File: config.mk
export PLATFORM = sky130hd
export DESIGN_NAME = addsub_serial
export DESIGN_NICKNAME = d
export VERILOG_FILES = /design/src/rtl/addsub_pkg.sv /design/src/rtl/addsub_digit.sv /design/src/rtl/addsub_serial.sv
export SDC_FILE = /design/constraint.sdc
export NUM_CORES = 1
export LEC_CHECK = 0
export ABC_AREA = 1
export CORE_MARGIN = 3
export CORE_UTILIZATION = 55
export CTS_BUF_LIST = sky130_fd_sc_hd__clkbuf_4
export DETAILED_ROUTE_END_ITERATION = 16
export DONT_BUFFER_PORTS = 1
export PLACE_DENSITY = 0.73
export REMOVE_ABC_BUFFERS = 1
export SYNTH_ARGS = -nofsm -noshare
export SYNTH_HDL_FRONTEND = slang
export SYNTH_SLANG_ARGS = --single-unit
File: constraint.sdc
create_clock -name clk -period 2.02 [get_ports clk]
set_input_delay 0.101 -clock clk [delete_from_list [all_inputs] [get_ports clk]]
set_output_delay 0.101 -clock clk [all_outputs]
set_load 0.05 [all_outputs]
File: src/rtl/addsub_pkg.sv
// Shared definitions for the digit-serial adder/subtractor: FSM state encoding
// and a constant-friendly clog2 for sizing the digit counter.
package addsub_pkg;

    typedef enum logic [1:0] {
        IDLE = 2'd0,
        RUN  = 2'd1,
        DONE = 2'd2
    } state_t;

    function automatic int clog2(input int value);
        int result;
        int v;
        result = 0;
        v = value - 1;
        while (v > 0) begin
            result = result + 1;
            v = v >> 1;
        end
        return result;
    endfunction

endpackage

File: src/rtl/addsub_digit.sv
// DIGIT-wide combinational ripple of full-adder cells. c_msb is the carry into
// the top bit, needed alongside cout to detect signed overflow.
module addsub_digit #(
    parameter int DIGIT = 4
) (
    input  logic [DIGIT-1:0] a,
    input  logic [DIGIT-1:0] b,
    input  logic             cin,
    output logic [DIGIT-1:0] s,
    output logic             cout,
    output logic             c_msb
);

    logic [DIGIT:0] c;

    always_comb begin
        c    = '0;
        s    = '0;
        c[0] = cin;
        for (int i = 0; i < DIGIT; i++) begin
            s[i]   = a[i] ^ b[i] ^ c[i];
            c[i+1] = (a[i] & b[i]) | (a[i] & c[i]) | (b[i] & c[i]);
        end
    end

    assign cout  = c[DIGIT];
    assign c_msb = c[DIGIT-1];

endmodule

File: src/rtl/addsub_serial.sv
// Digit-serial adder/subtractor: DIGIT bits per clock through a registered carry,
// operands in and result out over valid/ready handshakes.
module addsub_serial
    import addsub_pkg::*;
#(
    parameter int WIDTH = 16,
    parameter int DIGIT = 4
) (
    input  logic             clk,
    input  logic             rst,
    input  logic             in_valid,
    output logic             in_ready,
    input  logic [WIDTH-1:0] a,
    input  logic [WIDTH-1:0] b,
    input  logic             sub,
    output logic             out_valid,
    input  logic             out_ready,
    output logic [WIDTH-1:0] sum,
    output logic             carry_out,
    output logic             overflow,
    output state_t           state
);

    // Handshakes: a transfer happens on a rising edge where valid && ready.
    // in_ready is high only in IDLE, out_valid only in DONE; neither depends
    // combinationally on the partner's signal.

    localparam int N  = WIDTH / DIGIT;
    localparam int CW = (clog2(N) < 1) ? 1 : clog2(N);

    if (WIDTH < 1 || DIGIT < 1 || (WIDTH % DIGIT) != 0) begin : g_bad_cfg
        $error("addsub_serial: DIGIT must divide WIDTH exactly");
    end

    state_t          state_q, state_d;
    logic [WIDTH-1:0] a_sh, b_sh, sum_r;
    logic [WIDTH-1:0] a_nxt, b_nxt, sum_nxt;
    logic            carry_r, ovf_r;
    logic [CW-1:0]   cnt;
    logic [DIGIT-1:0] d_s;
    logic            d_cout, d_cmsb;
    logic            last_step;

    assign last_step = (cnt == CW'(N - 1));

    addsub_digit #(.DIGIT(DIGIT)) u_digit (
        .a     (a_sh[DIGIT-1:0]),
        .b     (b_sh[DIGIT-1:0]),
        .cin   (carry_r),
        .s     (d_s),
        .cout  (d_cout),
        .c_msb (d_cmsb)
    );

    // Results enter at the top of the sum register so the first digit ends at the LSB.
    if (DIGIT == WIDTH) begin : g_single
        assign a_nxt   = '0;
        assign b_nxt   = '0;
        assign sum_nxt = d_s;
    end else begin : g_multi
        assign a_nxt   = a_sh >> DIGIT;
        assign b_nxt   = b_sh >> DIGIT;
        assign sum_nxt = {d_s, sum_r[WIDTH-1:DIGIT]};
    end

    always_ff @(posedge clk or posedge rst) begin
        if (rst) state_q <= IDLE;
        else     state_q <= state_d;
    end

    always_comb begin
        state_d = state_q;
        case (state_q)
            IDLE:    if (in_valid) state_d = RUN;
            RUN:     if (last_step) state_d = DONE;
            DONE:    if (out_ready) state_d = IDLE;
            default: state_d = IDLE;
        endcase
    end

    // Subtraction is A + ~B + 1: invert B at load and seed the carry with sub.
    always_ff @(posedge clk or posedge rst) begin
        if (rst) begin
            a_sh    <= '0;
            b_sh    <= '0;
            sum_r   <= '0;
            carry_r <= 1'b0;
            ovf_r   <= 1'b0;
            cnt     <= '0;
        end else if (state_q == IDLE && in_valid) begin
            a_sh    <= a;
            b_sh    <= b ^ {WIDTH{sub}};
            carry_r <= sub;
            cnt     <= '0;
        end else if (state_q == RUN) begin
            a_sh    <= a_nxt;
            b_sh    <= b_nxt;
            sum_r   <= sum_nxt;
            carry_r <= d_cout;
            if (last_step) begin
                ovf_r <= d_cmsb ^ d_cout;
                cnt   <= '0;
            end else begin
                cnt   <= cnt + 1'b1;
            end
        end
    end

    assign in_ready  = (state_q == IDLE);
    assign out_valid = (state_q == DONE);
    assign sum       = sum_r;
    assign carry_out = carry_r;
    assign overflow  = ovf_r;
    assign state     = state_q;

endmodule
==> impl_metrics.tcl <==
set metrics [dict create \
    hold_violations 0 \
    dp.cells 410 \
    via_per_inst 4.88 \
    cp_common_cell "fa_2" \
    slew_headroom_pct 53.6 \
    worst_pin_slew_ps 694 \
    clk_latency_ps 370 \
    ys_ff_latch 54 \
    use_met3_pct 4.85 \
    drt-wirelength-per-cell_um 12.2 \
    worst_slack_ps -60.9 \
    grt_max_degree 30 \
    grt-ovfl-total 0 \
    syn_area_um2 2720 \
    layout.cells.non_filler 454 \
    cts_root_buffer "clkbuf_4" \
    worstPathCellList "inv_2 -> fa_2 -> inv_2 -> fa_2 -> fa_2 -> inv_2 -> fa_2 -> o21ai_1" \
    portBuffers 0 \
    fillers 391 \
    die-width_um 76.3 \
    synth-seq-area-share_pct 49.8 \
    die_h_um 76.3 \
    dpl_worst_slack_ps -132 \
    violations "negative setup slack" \
    startpoint_type "flop" \
    grt_pass1_wl_mm 9.74 \
    cts_buffers 5 \
    worstPathArrival_ps 2390 \
    cts_buffer_depth 2 \
    path_clk_slew_ps 160 \
    outcome "finished with violations" \
    firstDrtPassIters 4 \
    use_met2_pct 33.4 \
    final_antenna_net_count 0 \
    timing.final.max_slew_violations 0 \
    final.period_utilization_pct 103 \
    finalSetupViolations 1 \
    powerDensity_nw_per_um2 1520 \
    critPathKind "flop to flop" \
    p_leak_nw 1.70 \
    cts_max_level 2 \
    rsz0062_at_grt "yes" \
    crit_path_max_incr_delay_ps 420 \
    grt_pass1_vias 2134 \
    syn_to_final_growth_pct 17.4 \
    yosysWarnings 0 \
    min_period_ps 2080 \
    synth.avg_cell_area_um2 7.76 \
    worst_clock_skew_ps 15.5 \
    grt_usage_pct 20.2 \
    cp_slowest_cell "dfrtp_1" \
    n_antenna_cell 0 \
    hp-class "input pin to flop" \
    syn_inst 350 \
    worstPathRequired_ps 2330 \
    gr-max-usage-layer "met2" \
    grt.met1_usage_pct 26.5 \
    postRouteWirelength_mm 5.54 \
    die-area_um2 5820 \
    antenna_found_initial 0 \
    drt-initial-drc-count 69 \
    worstPathMaxFanout 2 \
    fin_nets 430 \
    place.gp.congestion 0.749 \
    row_count 24 \
    vias 2214 \
    io_pins 59 \
    layout-drive-gt1-share_pct 9.25 \
    start_util_pct 59.5 \
    maxCapViolCount 0 \
    hpwl_mm 3.58 \
    cts_tree "built" \
    cts_sinks 54 \
    coreArea_um2 4560 \
    setup.worst_path.end_class "flop" \
    drc 0 \
    ir_drop_mv 0.661 \
    clock.fmax_mhz 481 \
    ys_types 22 \
]
[placed cells by master (no fill, tap or decap)]
cell type,count
nand2_1,196
dlygate4sd3_1,35
buf_12,1
o31ai_1,1
nand3_1,25
nor2_4,1
o21ai_4,1
o21ai_1,5
fa_2,4
nor2_2,1
clkinv_2,1
buf_4,13
nor2_1,1
inv_1,21
xor2_1,1
inv_2,6
clkinvlp_4,1
dfrtp_1,54
clkinv_1,1
xnor2_1,4
o21ai_0,7
inv_4,1
or2_1,1
nand2_2,1
clkbuf_4,5
ha_1,1
[cell usage after synthesis]
cell | n | share of area [%]
nor2_1 | 1 | 0.14
inv_2 | 2 | 0.28
nand2_2 | 1 | 0.23
o21ai_1 | 4 | 0.74
fa_1 | 4 | 2.9
xnor2_1 | 4 | 1.3
nor2_2 | 1 | 0.23
o21ai_4 | 1 | 0.60
nand2_1 | 196 | 27
xor2_1 | 1 | 0.32
o31ai_1 | 1 | 0.28
nor2_4 | 1 | 0.41
buf_4 | 3 | 0.83
inv_1 | 25 | 3.5
nand3_1 | 25 | 4.6
inv_4 | 1 | 0.23
buf_6 | 7 | 2.9
buf_2 | 8 | 1.5
or2_1 | 1 | 0.23
ha_1 | 1 | 0.46
o21ai_0 | 8 | 1.5
dfrtp_1 | 54 | 50
[layer usage]
layer  wire [um]  vias up
met3         335        8
met5           0        -
met2        2560       55
met1        2580     1025
met4          63        0
li1            -     1126
[sequential cells by signal (all words and copies together) (netlist names)]
register	flops
b_sh	16
cnt	2
a_sh	16
overflow	1
carry_out	1
state	2
sum	16
[area by class of cell]
| type | count | area [um2] | area share, % |
|---|---|---|---|
| inverters | 28 | 108 | 3.38 |
| repair buffers | 49 | 468 | 14.7 |
| clock buffers | 5 | 37.5 | 1.18 |
| well taps | 65 | 81.3 | 2.55 |
| clock inverters | 3 | 16.3 | 0.510 |
| flip-flops and latches | 54 | 1350 | 42.4 |
| multi-input cells | 250 | 1120 | 35.3 |
[power by group]
part	switching [mW]	total [mW]	internal, mW
sequential	0.862	2.41	1.55
combinational	1.22	1.96	0.741
clock	0.336	0.466	0.130
[kinds of logic after synthesis]
kind of cell / Yosys count / share of synthesized area [%]
AND/OR/NAND/NOR: 226 / 32.9
flip-flops: 54 / 49.8
buffers and inverters: 46 / 9.17
AO/OA/AOI/OAI: 14 / 3.09
XOR/XNOR: 5 / 1.61
adder cells (fa/ha/maj): 5 / 3.41
[timing repair]
| action | 4_1_cts | 5_1_grt |
|---|---|---|
| endpoints found under the setup margin | 3 | 3 |
| hold buffers | 34 | 1 |
| resized for setup | 6 | 2 |
| setup buffers | 0 | 1 |
| pin swaps | 5 | 1 |
| hold endpoints to repair | 87 | 1 |
[per-stage QoR]
step                utilization (%)  TNS, ps  power (mW)  cell area [um2]  hold slack, ps
finish                         69.8    -60.9        4.83             3190            11.2
global placement               60.6    -89.6        4.23             2770           -23.7
CTS                            69.4     -133        4.84             3170          0.0808
detailed placement             60.6     -238        4.30             2770           -23.4
floorplan                         -    -1850        3.72             2570             199
global route                   69.8     -238        5.27             3190            16.9
[final timing paths]
check,start,to,slack [ps],depth (start not counted)
min reg2reg,a_sh[5]$_DFFE_PP0P_,a_sh[1]$_DFFE_PP0P_,490,2
max in group asynchronous,rst,a_sh[10]$_DFFE_PP0P_,1300,3
max,carry_out$_DFFE_PP0P_,sum[15]$_DFFE_PP0P_,-60,8
min in group asynchronous,rst,sum[1]$_DFFE_PP0P_,120,2
min,b[10],b_sh[10]$_DFFE_PP0P_,10,6
max reg2reg,carry_out$_DFFE_PP0P_,sum[15]$_DFFE_PP0P_,-60,8
[critical path, delay by kind of cell (launching register included)]
kind	cells	cell delay [ps]
AOI/OAI and AO/OA	1	130
buffers and inverters	3	180
DFF	1	420
adders and majority gates	4	1300
Note: power is estimated with default switching activity, not from simulation.
